===== config.mk =====
export PLATFORM = sky130hd
export DESIGN_NAME = fir_ntap_avg
export DESIGN_NICKNAME = d
export VERILOG_FILES = /design/src/rtl/fir_pkg.sv /design/src/rtl/fir_add_stage.sv /design/src/rtl/fir_ntap_avg.sv
export SDC_FILE = /design/constraint.sdc
export NUM_CORES = 1
export LEC_CHECK = 0
export ABC_AREA = 1
export CAP_MARGIN = 20
export CORE_MARGIN = 4
export CORE_UTILIZATION = 45
export CTS_CLUSTER_DIAMETER = 30
export DETAILED_ROUTE_END_ITERATION = 12
export DONT_BUFFER_PORTS = 1
export GPL_TIMING_DRIVEN = 0
export SLEW_MARGIN = 20
export SYNTH_ARGS = -nofsm -noshare
export SYNTH_HDL_FRONTEND = slang
export SYNTH_HIERARCHICAL = 1
export SYNTH_SLANG_ARGS = --single-unit

===== constraint.sdc =====
create_clock -name clk -period 2.14 [get_ports clk]
set_clock_uncertainty 0.1 [all_clocks]
set_input_delay 0.321 -clock clk [delete_from_list [all_inputs] [get_ports clk]]
set_output_delay 0.321 -clock clk [all_outputs]
set_load 0.005 [all_outputs]

===== src/rtl/fir_pkg.sv =====
// Shared helpers for the N-tap moving-sum / moving-average filter.
//   sum_width : output width W + log2(TAPS), enough to hold TAPS samples without overflow
//   cnt_width : width of the saturating fill counter (counts 0..TAPS)
//   tag_t     : valid / window-full tag carried alongside each sample through the tree
package fir_pkg;

  function automatic int unsigned sum_width(input int unsigned w, input int unsigned taps);
    return w + $clog2(taps);
  endfunction

  function automatic int unsigned cnt_width(input int unsigned taps);
    return $clog2(taps + 1);
  endfunction

  typedef struct packed {
    logic v;
    logic full;
  } tag_t;

endpackage


===== src/rtl/fir_add_stage.sv =====
// One registered level of the binary adder tree.
// Adds adjacent operand pairs of d into q; loads only when en=1, otherwise holds.
//   clk, reset (async active-low), clear (sync flush)
//   en : incoming valid for this level
//   d  : N_IN operands of W_IN bits, packed, operand 0 in the LSBs
//   q  : N_IN/2 registered pair sums of W_IN bits
module fir_add_stage #(
  parameter int unsigned W_IN = 6,
  parameter int unsigned N_IN = 4
) (
  input  logic                         clk,
  input  logic                         reset,
  input  logic                         clear,
  input  logic                         en,
  input  logic [N_IN*W_IN-1:0]         d,
  output logic [(N_IN/2)*W_IN-1:0]     q
);

  localparam int unsigned N_OUT = N_IN / 2;

  logic [N_OUT*W_IN-1:0] q_q, q_d;

  // Pair sums; operands are already extended, so no carry can be lost.
  always_comb begin
    q_d = q_q;
    if (clear) begin
      q_d = '0;
    end else if (en) begin
      for (int i = 0; i < int'(N_OUT); i++) begin
        q_d[i*W_IN +: W_IN] = d[(2*i)*W_IN +: W_IN] + d[(2*i+1)*W_IN +: W_IN];
      end
    end
  end

  always_ff @(posedge clk or negedge reset) begin
    if (!reset) q_q <= '0;
    else        q_q <= q_d;
  end

  assign q = q_q;

endmodule


===== src/rtl/fir_ntap_avg.sv =====
// Parametrised N-tap moving-sum / moving-average FIR filter.
// Tapped delay line -> LG registered adder levels -> optional averaging shift -> output register.
//   clk, reset (async active-low), clear (sync flush of all state and in-flight results)
//   in_valid, a   : input sample and its qualifier
//   out_valid, s  : result (held while out_valid=0), W+log2(TAPS) bits
//   out_full      : the emitted result's window held TAPS real samples
module fir_ntap_avg
  import fir_pkg::*;
#(
  parameter int unsigned W      = 4,
  parameter int unsigned TAPS   = 4,
  parameter bit          SIGNED = 1'b0,
  parameter bit          AVG    = 1'b0
) (
  input  logic                          clk,
  input  logic                          reset,
  input  logic                          clear,
  input  logic                          in_valid,
  input  logic [W-1:0]                  a,
  output logic                          out_valid,
  output logic [sum_width(W, TAPS)-1:0] s,
  output logic                          out_full
);

  localparam int unsigned LG = $clog2(TAPS);
  localparam int unsigned SW = sum_width(W, TAPS);
  localparam int unsigned CW = cnt_width(TAPS);

  logic [W-1:0]  x_q [TAPS];
  logic [W-1:0]  x_d [TAPS];
  logic [CW-1:0] cnt_q, cnt_d;
  tag_t          tag_q [LG+1];
  tag_t          tag_d [LG+1];
  logic [SW-1:0] s_q, s_d;
  logic          out_valid_q, out_valid_d;
  logic          out_full_q, out_full_d;

  // All tree levels flattened: TAPS leaves, then TAPS/2, ..., then the single final sum.
  logic [(2*TAPS-1)*SW-1:0] tree;
  logic [SW-1:0]            sum_c;
  logic [SW-1:0]            res_c;

  // Leaves: delay-line taps extended to the full sum width.
  for (genvar k = 0; k < int'(TAPS); k++) begin : g_leaf
    assign tree[k*SW +: SW] = SIGNED ? {{LG{x_q[k][W-1]}}, x_q[k]} : {{LG{1'b0}}, x_q[k]};
  end

  // Level k+1 consumes level k; it loads when the tag entering it is valid.
  for (genvar k = 0; k < int'(LG); k++) begin : g_lvl
    localparam int unsigned N     = TAPS >> k;
    localparam int unsigned OFF_I = 2*TAPS - 2*N;
    localparam int unsigned OFF_O = 2*TAPS - N;
    fir_add_stage #(
      .W_IN (SW),
      .N_IN (N)
    ) u_stage (
      .clk   (clk),
      .reset (reset),
      .clear (clear),
      .en    (tag_q[k].v),
      .d     (tree[OFF_I*SW +: N*SW]),
      .q     (tree[OFF_O*SW +: (N/2)*SW])
    );
  end

  assign sum_c = tree[(2*TAPS-2)*SW +: SW];

  // Averaging floors toward -inf: arithmetic shift for signed, logical for unsigned.
  always_comb begin
    if (!AVG)        res_c = sum_c;
    else if (SIGNED) res_c = SW'($signed(sum_c) >>> LG);
    else             res_c = sum_c >> LG;
  end

  // Delay line, fill counter, tag pipe and output register next-state.
  always_comb begin
    x_d         = x_q;
    cnt_d       = cnt_q;
    tag_d[0]    = '0;
    for (int k = 1; k <= int'(LG); k++) tag_d[k] = tag_q[k-1];
    s_d         = s_q;
    out_valid_d = tag_q[LG].v;
    out_full_d  = tag_q[LG].v & tag_q[LG].full;

    if (in_valid) begin
      x_d[0] = a;
      for (int k = 1; k < int'(TAPS); k++) x_d[k] = x_q[k-1];
      cnt_d    = (cnt_q == CW'(TAPS)) ? cnt_q : cnt_q + CW'(1);
      tag_d[0] = '{v: 1'b1, full: (cnt_d == CW'(TAPS))};
    end

    if (tag_q[LG].v) s_d = res_c;

    // Clear overrides everything, including a coincident sample.
    if (clear) begin
      for (int k = 0; k < int'(TAPS); k++) x_d[k] = '0;
      cnt_d = '0;
      for (int k = 0; k <= int'(LG); k++) tag_d[k] = '0;
      s_d         = '0;
      out_valid_d = 1'b0;
      out_full_d  = 1'b0;
    end
  end

  always_ff @(posedge clk or negedge reset) begin
    if (!reset) begin
      for (int k = 0; k < int'(TAPS); k++) x_q[k] <= '0;
      cnt_q <= '0;
      for (int k = 0; k <= int'(LG); k++) tag_q[k] <= '0;
      s_q         <= '0;
      out_valid_q <= 1'b0;
      out_full_q  <= 1'b0;
    end else begin
      x_q         <= x_d;
      cnt_q       <= cnt_d;
      tag_q       <= tag_d;
      s_q         <= s_d;
      out_valid_q <= out_valid_d;
      out_full_q  <= out_full_d;
    end
  end

  assign s         = s_q;
  assign out_valid = out_valid_q;
  assign out_full  = out_full_q;

endmodule


## After elaboration in Yosys (flattened, before gate mapping)

Cells that the tools add are included.

- Register bits after elaboration: 51
- Input bits: 8
- Output and inout bits: 8

- Add/subtract/negate cells: 4
- Eq/ne operators: 2
- Mux-type cells: 15
- Bitwise logic cells: 1
- Reduce and logical (&&, ||, !) cells: 4

Operators with widths:

| cell | count |
|---|---|
| $mux W16 | 2 |
| $mux W6 | 5 |
| $mux W12 | 2 |
| $add A4 B4 Y5 | 2 |
| $mux W3 | 3 |
| $reduce_bool A2 Y1 | 4 |
| $add A6 B6 Y6 | 1 |
| $eq A3 B3 Y1 const B | 2 |
| $add A3 B1 Y3 const B | 1 |
| $mux W1 | 2 |
| $mux W2 | 1 |
| $and A1 B1 Y1 | 1 |

## Depth between registers and ports, before layout

- Depth in word-level cells: 5
- Depth in mapped cells: 8

## By module

The synthesis kept the hierarchy.

By module, submodules not included:

| module | instances | cells each | area an instance (sq um) | sequential area each (sq um) |
|---|---|---|---|---|
| fir_ntap_avg | 1 | 133 | 1303.8 | 825.8 |
| fir_add_stage at g_lvl[0].u_stage | 1 | 109 | 864.6 | 300.3 |
| fir_add_stage at g_lvl[1].u_stage | 1 | 58 | 444.2 | 150.1 |

## Worst setup path after synthesis

OpenSTA, ideal clock, no wires.

- Kind: reg-to-reg
- From: reg g_lvl[0].u_stage.q_q[0]
- To: reg g_lvl[1].u_stage.q_q[4]
- Arrival time: 1.422 ns
- Required time: 1.923 ns
- Slack: 0.501 ns
- Cell stages (with the launch flop): 8
- Cell sequence: dfrtp_1 ha_1 fa_1 nand3_1 nand2_1 or2_1 nand3_1 nand2_1

- Word-level cells in the longest chain between the ends: 3

Ends and longest elaborated chain:

| element | line | text |
|---|---|---|
| start: declaration | fir_add_stage.sv:21 | `logic [N_OUT*W_IN-1:0] q_q, q_d;` |
| start signal: assignment | fir_add_stage.sv:37 | `else q_q <= q_d;` |
| $add A6 B6 Y6 | fir_add_stage.sv:30 | `q_d[i*W_IN +: W_IN] = d[(2*i)*W_IN +: W_IN] + d[(2*i+1)*W_IN +: W_IN];` |
| $mux W6 | fir_add_stage.sv:28 | `end else if (en) begin` |
| $mux W6 | fir_add_stage.sv:26 | `if (clear) begin` |
| end signal: assignment | fir_add_stage.sv:37 |  |
| end: declaration | fir_add_stage.sv:21 |  |

No other way between the ends. The select of a mux whose other input is x is not followed.
A chain may end at the register's enable or synchronous reset.

## Worst setup path in the final report

Same ends and word-level chain as after synthesis.

==> results.toml <==
[synth]
synth_top_family_by_area = "simple AND/OR/NAND/NOR gates"
ys.flop_type = "dfrtp_1"
synth_cell_types = 25
syn_inst = 300
synth_area_leaders = "dfrtp_1 49%, nand2_1 12%, ha_1 8.1%"
synth_area_um2 = 2610
muxShareOfSynthArea = 0
synth_xor_area_frac = 0.0134
synthTopCellsByCount = "81 x nand2_1, 51 x dfrtp_1, 51 x inv_1"
syn_avg_cell_area_um2 = 8.71
synth_edf_count = 0
yosysMostFrequentCell = "nand2_1"
netlist.area_leader.share = 0.489
synth_simple_gate_area_share = 0.200
yosys_warnings = 6
async_flop_share = 1.00
ys_ff_latch = 51
ys_seq_area_frac = 0.489
synthAdderAreaFrac = 0.104
yosysTopAreaCell = "dfrtp_1"
synth-compound-area-share = 0.100

[min_path]
hp-class = "input port to flip-flop"
hold_path_depth = 2

[timing]
fmaxAchievable_ghz = 0.580
hold_viol = 0
fin_crit_sh = 0.806
rsz0062_at_grt = "no"
post-route-min-period_ns = 1.72
slew_violations = 0
setup_tns_ns = 0
setup_viol = 0

[detailed_routing]
vias = 1813
drt.antenna.violating_nets = 0
drt_pre_antenna_iters = 4
drt_iter0_drc = 68
wirelength_um = 4610
wl_per_cell_um = 11.8
drcViolationCount = 0
viasPerCell = 4.63

[clock_tree]
cts_sinks = 51
htreeDepth = 2
insertion_delay_ns = 0.30
clock-root-buffer = "clkbuf_8"
cts_resized = 0
clk_path_buf_depth = 2
cts_hold_buf = 3
tritoncts = "built"
path_clk_slew_ns = 0.09
cts_setup_buffers = 0
cts_buffers = 5

[finish]
diodes = 0
utilization = 0.514
area_growth_syn_to_layout_pct = 9.77
drive_gt1_frac = 0.0625
fillCellCount = 549
fin_area_um2 = 2870
fin_nets = 347
final_cells = 392

[run_status]
outcome = "finished, final reports clean"

[die]
dieWidth_um = 84.2
floorplan.initialDensity = 0.469
dieArea_um2 = 7090
rows = 27
io_pins = 16
fp.dieH_um = 84.2
core-area_um2 = 5570

[place]
placed_area_um2 = 2740
hpwl_um = 3370
gp_congestion = 0.815
io_buffers = 0
placedCellCount = 381

[pwr]
p_leak_nw = 1.52
p_per_area_nw_per_um2 = 598
p_total_mw = 1.71
vdd_drop_max_uv = 369

[critical_path]
worstRegToRegCells = 7
arrival_ns = 1.83
crit_type = "flip-flop to flip-flop"
crit_fanout = 3
required_ns = 2.24
cp-start-kind = "flip-flop"
endpoint_kind = "flip-flop"

[global_route]
grt_pass1_wl_um = 8550
antenna_found_initial = 0
grt-ovfl-total = 0
grt_pass1_vias = 1830
grt_max_degree = 52
grt_use_total = 0.148

[job]
cap_violations = 0
cells by family (layout without fill, tap and decap cells):
kind of cell	Yosys count	in the layout
other cells	1	10
compound gates	45	45
xor+xnor	4	4
fa+ha+maj	20	20
buf+inv	57	68
flops	51	51
simple gates	122	122
worst paths after layout:
check                                       from               endpoint  slack (ns)
max                        g_lvl[0].u_stage/q[0]  g_lvl[1].u_stage/q[4]        0.42
max in group asynchronous                  reset                tree[7]        1.29
min                                         a[1]                tree[1]        0.04
min reg2reg                             tag_q[2]               tag_q[0]        0.36
max reg2reg                g_lvl[0].u_stage/q[0]  g_lvl[1].u_stage/q[4]        0.42
min in group asynchronous                  reset  g_lvl[1].u_stage/q[5]        0.42
metrics by stage:
stage | hold slack, ns | setup slack (ns)
4_1_cts | 0.0315 | 0.411
3_5_place_dp | -0.0727 | 0.424
2_1_floorplan | -0.0746 | 0.501
3_3_place_gp | -0.0726 | 0.430
6_report | 0.0386 | 0.415
5_1_grt | 0.0357 | 0.305
power breakdown:
part	switching (mW)	total, mW	internal (mW)
clock network	0.315	0.540	0.225
logic	0.108	0.170	0.0623
registers	0.0173	1.00	0.986
total	0.440	1.71	1.27
layer usage:
layer  vias to the layer above  share of wire  GRT usage
li1                        981              -          -
met1                       812           0.50      0.202
met2                        16           0.46      0.236
met3                         4          0.033     0.0422
met4                         0         0.0080     0.0351
met5                         -              0          0
sequential cells by signal (all words and copies together) (netlist names):
| register | count |
|---|---|
| cnt_q | 3 |
| tree | 16 |
| g_lvl.u_stage/q | 18 |
| out_full | 1 |
| tag_q | 6 |
| s | 6 |
| out_valid | 1 |
cell type report:
type | count | area [µm²] | share of cell area
flip-flops and latches | 51 | 1280 | 0.445
multi-input cells | 201 | 1130 | 0.394
inverters | 53 | 199 | 0.0694
well taps | 72 | 90.1 | 0.0314
clock buffers | 5 | 68.8 | 0.0240
repair buffers | 3 | 47.5 | 0.0166
plain buffers | 4 | 41.3 | 0.0144
clock inverters | 3 | 15.0 | 0.00524
critical path, stage by stage (launching register included):
cell and delay [ns]:
dfrtp_1 0.39, ha_1 0.25, fa_1 0.41, nand3_1 0.10, nand2_1 0.06, or2_1 0.20, nand3_1 0.07, nand2_1 0.05
cells in the final DEF (no fill, tap or decap):
master / netlist / routed
o21ai_1: 3 / 3
o22ai_1: 9 / 9
clkbuf_8: 0 / 5
fa_1: 3 / 3
o31ai_1: 1 / 1
nor2_1: 12 / 12
dfrtp_1: 51 / 51
dlygate4sd3_1: 0 / 2
conb_1: 1 / 10
buf_6: 3 / 3
nand4_1: 2 / 2
buf_4: 1 / 1
o21ai_0: 17 / 17
nand3b_1: 1 / 1
o21ai_2: 1 / 1
nand3_1: 19 / 19
nor2_2: 1 / 1
xor2_1: 2 / 2
clkinv_2: 0 / 3
ha_1: 17 / 17
inv_2: 2 / 2
a21oi_1: 9 / 9
or2_1: 3 / 3
nor2_4: 3 / 3
buf_16: 0 / 1
nand2_1: 81 / 81
a22o_1: 5 / 5
xnor2_1: 2 / 2
inv_1: 51 / 51
No activity file was read; power rests on OpenSTA's default activity.
==> RTL edit, RTL diff (same settings) <==
Reset style: synchronous (`reset`), changed in 2 clocked blocks. Comments in the files are not updated.
--- a/src/rtl/fir_add_stage.sv
+++ b/src/rtl/fir_add_stage.sv
@@ -32,7 +32,7 @@
     end
   end
 
-  always_ff @(posedge clk or negedge reset) begin
+  always_ff @(posedge clk) begin
     if (!reset) q_q <= '0;
     else        q_q <= q_d;
   end
--- a/src/rtl/fir_ntap_avg.sv
+++ b/src/rtl/fir_ntap_avg.sv
@@ -102,7 +102,7 @@
     end
   end
 
-  always_ff @(posedge clk or negedge reset) begin
+  always_ff @(posedge clk) begin
     if (!reset) begin
       for (int k = 0; k < int'(TAPS); k++) x_q[k] <= '0;
       cnt_q <= '0;
Behaviour: differs if reset is asserted again (counterexample within 10 cycles, from zero or initial values and one cycle with reset low); with reset held inactive, the same outputs for 10 cycles.
==> RTL edit against the original RTL <==
Wire length shrank 5.6%; final area shrank 4.1%; power grew 7.6%; sequential cell count is the same; cell count grew 10%; setup slack gained 0.12 ns; die area shrank 4.2%; synthesized area shrank 4.6%; largest cell class is now multi-input combinational cells; highest routed layer unchanged.
==> RTL edit: results (changes against the original RTL) <==
metric;value;unit;change
drt-initial-drc-count;78;;was 68
ir_drop;0.435;mV;was 0.369 mV
arrival;1.71;ns;was 1.83 ns
gp_congestion;0.743;;was 0.815
use_met1;0.194;;was 0.202
p_leak;1.35;nW;was 1.52 nW
synth.distinct_cells;23;;was 25
outcome;complete, no violations;;unchanged
netlist_top_cells_count;120 x nand2_1, 51 x dfxtp_1, 38 x inv_1, 36 x nor2_1, 24 x nand3_1;;was 81 x nand2_1, 51 x dfrtp_1, 51 x inv_1, 19 x nand3_1
grtUsageTotal;0.153;;was 0.148
synth_compound_gate_area_share;0.0552;;was 0.100
async_reset_ff_frac;0;;was 1.00
drt-total-wl;4.35;mm;was 4.61 mm
min_from;a[3];;was a[1]
seq_power_share;0.524;;was 0.586
synth_area_leaders;dfxtp_1 41%, nand2_1 18%, ha_1 8.5%;;was dfrtp_1 49%, nand2_1 12%, ha_1 8.1%
fin_cells;432;;was 392
synthAdderAreaFrac;0.109;;was 0.104
vias;1961;;was 1813
ys.flop_type;dfxtp_1;;was dfrtp_1
synth_cells;345;;was 300
p_comb_frac;0.056;;was 0.099
p_sw_frac;0.206;;was 0.257
grt_pass1_wl;8.02;mm;was 8.55 mm
hpwl;3.38;mm;was 3.37 mm
yosys.area_share.xor_xnor;0.0176;;was 0.0134
final_net_count;389;;was 347
==> RTL edit: cell count changes after synthesis, sizes merged, moves of 2 or more <==
cell / delta
a21oi: +12
a22o: -5
buf: +3
dfrtp: -51
dfxtp: +51
inv: -11
nand2: +44
nand3: +5
nor2: +22
o21ai: -16
o22ai: -9
xor2: +2
==> RTL edit: cells by family after synthesis <==
kind of cell | Yosys count
xor+xnor | 5
compound gates | 27
other cells | 1
flops | 51
buf+inv | 50
fa+ha+maj | 20
simple gates | 191
==> RTL edit: final timing paths <==
check	slack [ns]	cells past startpoint	endpoint
min reg2reg	0.31	2	tag_q[0]
max reg2reg	0.54	8	g_lvl[0].u_stage/q[10]
min	0.03	2	tree[3]
max	0.54	8	g_lvl[0].u_stage/q[10]
==> RTL edit: cell type report <==
class / count / area [um2]
plain buffers: 8 / 70.1
clock buffers: 5 / 68.8
clock inverters: 3 / 67.6
fillers: 531 / 2490
inverters: 42 / 158
multi-input cells: 253 / 1280
flip-flops and latches: 51 / 1020
well taps: 70 / 87.6
==> RTL edit: metrics by stage <==
step	setup WS (ns)	total power (W)	cell area, um2	hold WS (ns)
6_report	0.538	0.00184	2750	0.0306
5_1_grt	0.364	0.00193	2750	0.0478
4_1_cts	0.531	0.00187	2750	0.0168
3_5_place_dp	0.545	0.00109	2610	0.307
3_3_place_gp	0.559	0.00109	2610	0.295
2_1_floorplan	0.644	0.00107	2530	0.294
==> RTL edit: per-layer routing <==
metal / wire length [um] / part of all wire / vias up
li1: - / - / 1085
met1: 2120 / 0.49 / 856
met5: 0 / 0 / -
met3: 141 / 0.032 / 2
met4: 37 / 0.0085 / 0
met2: 2050 / 0.47 / 18
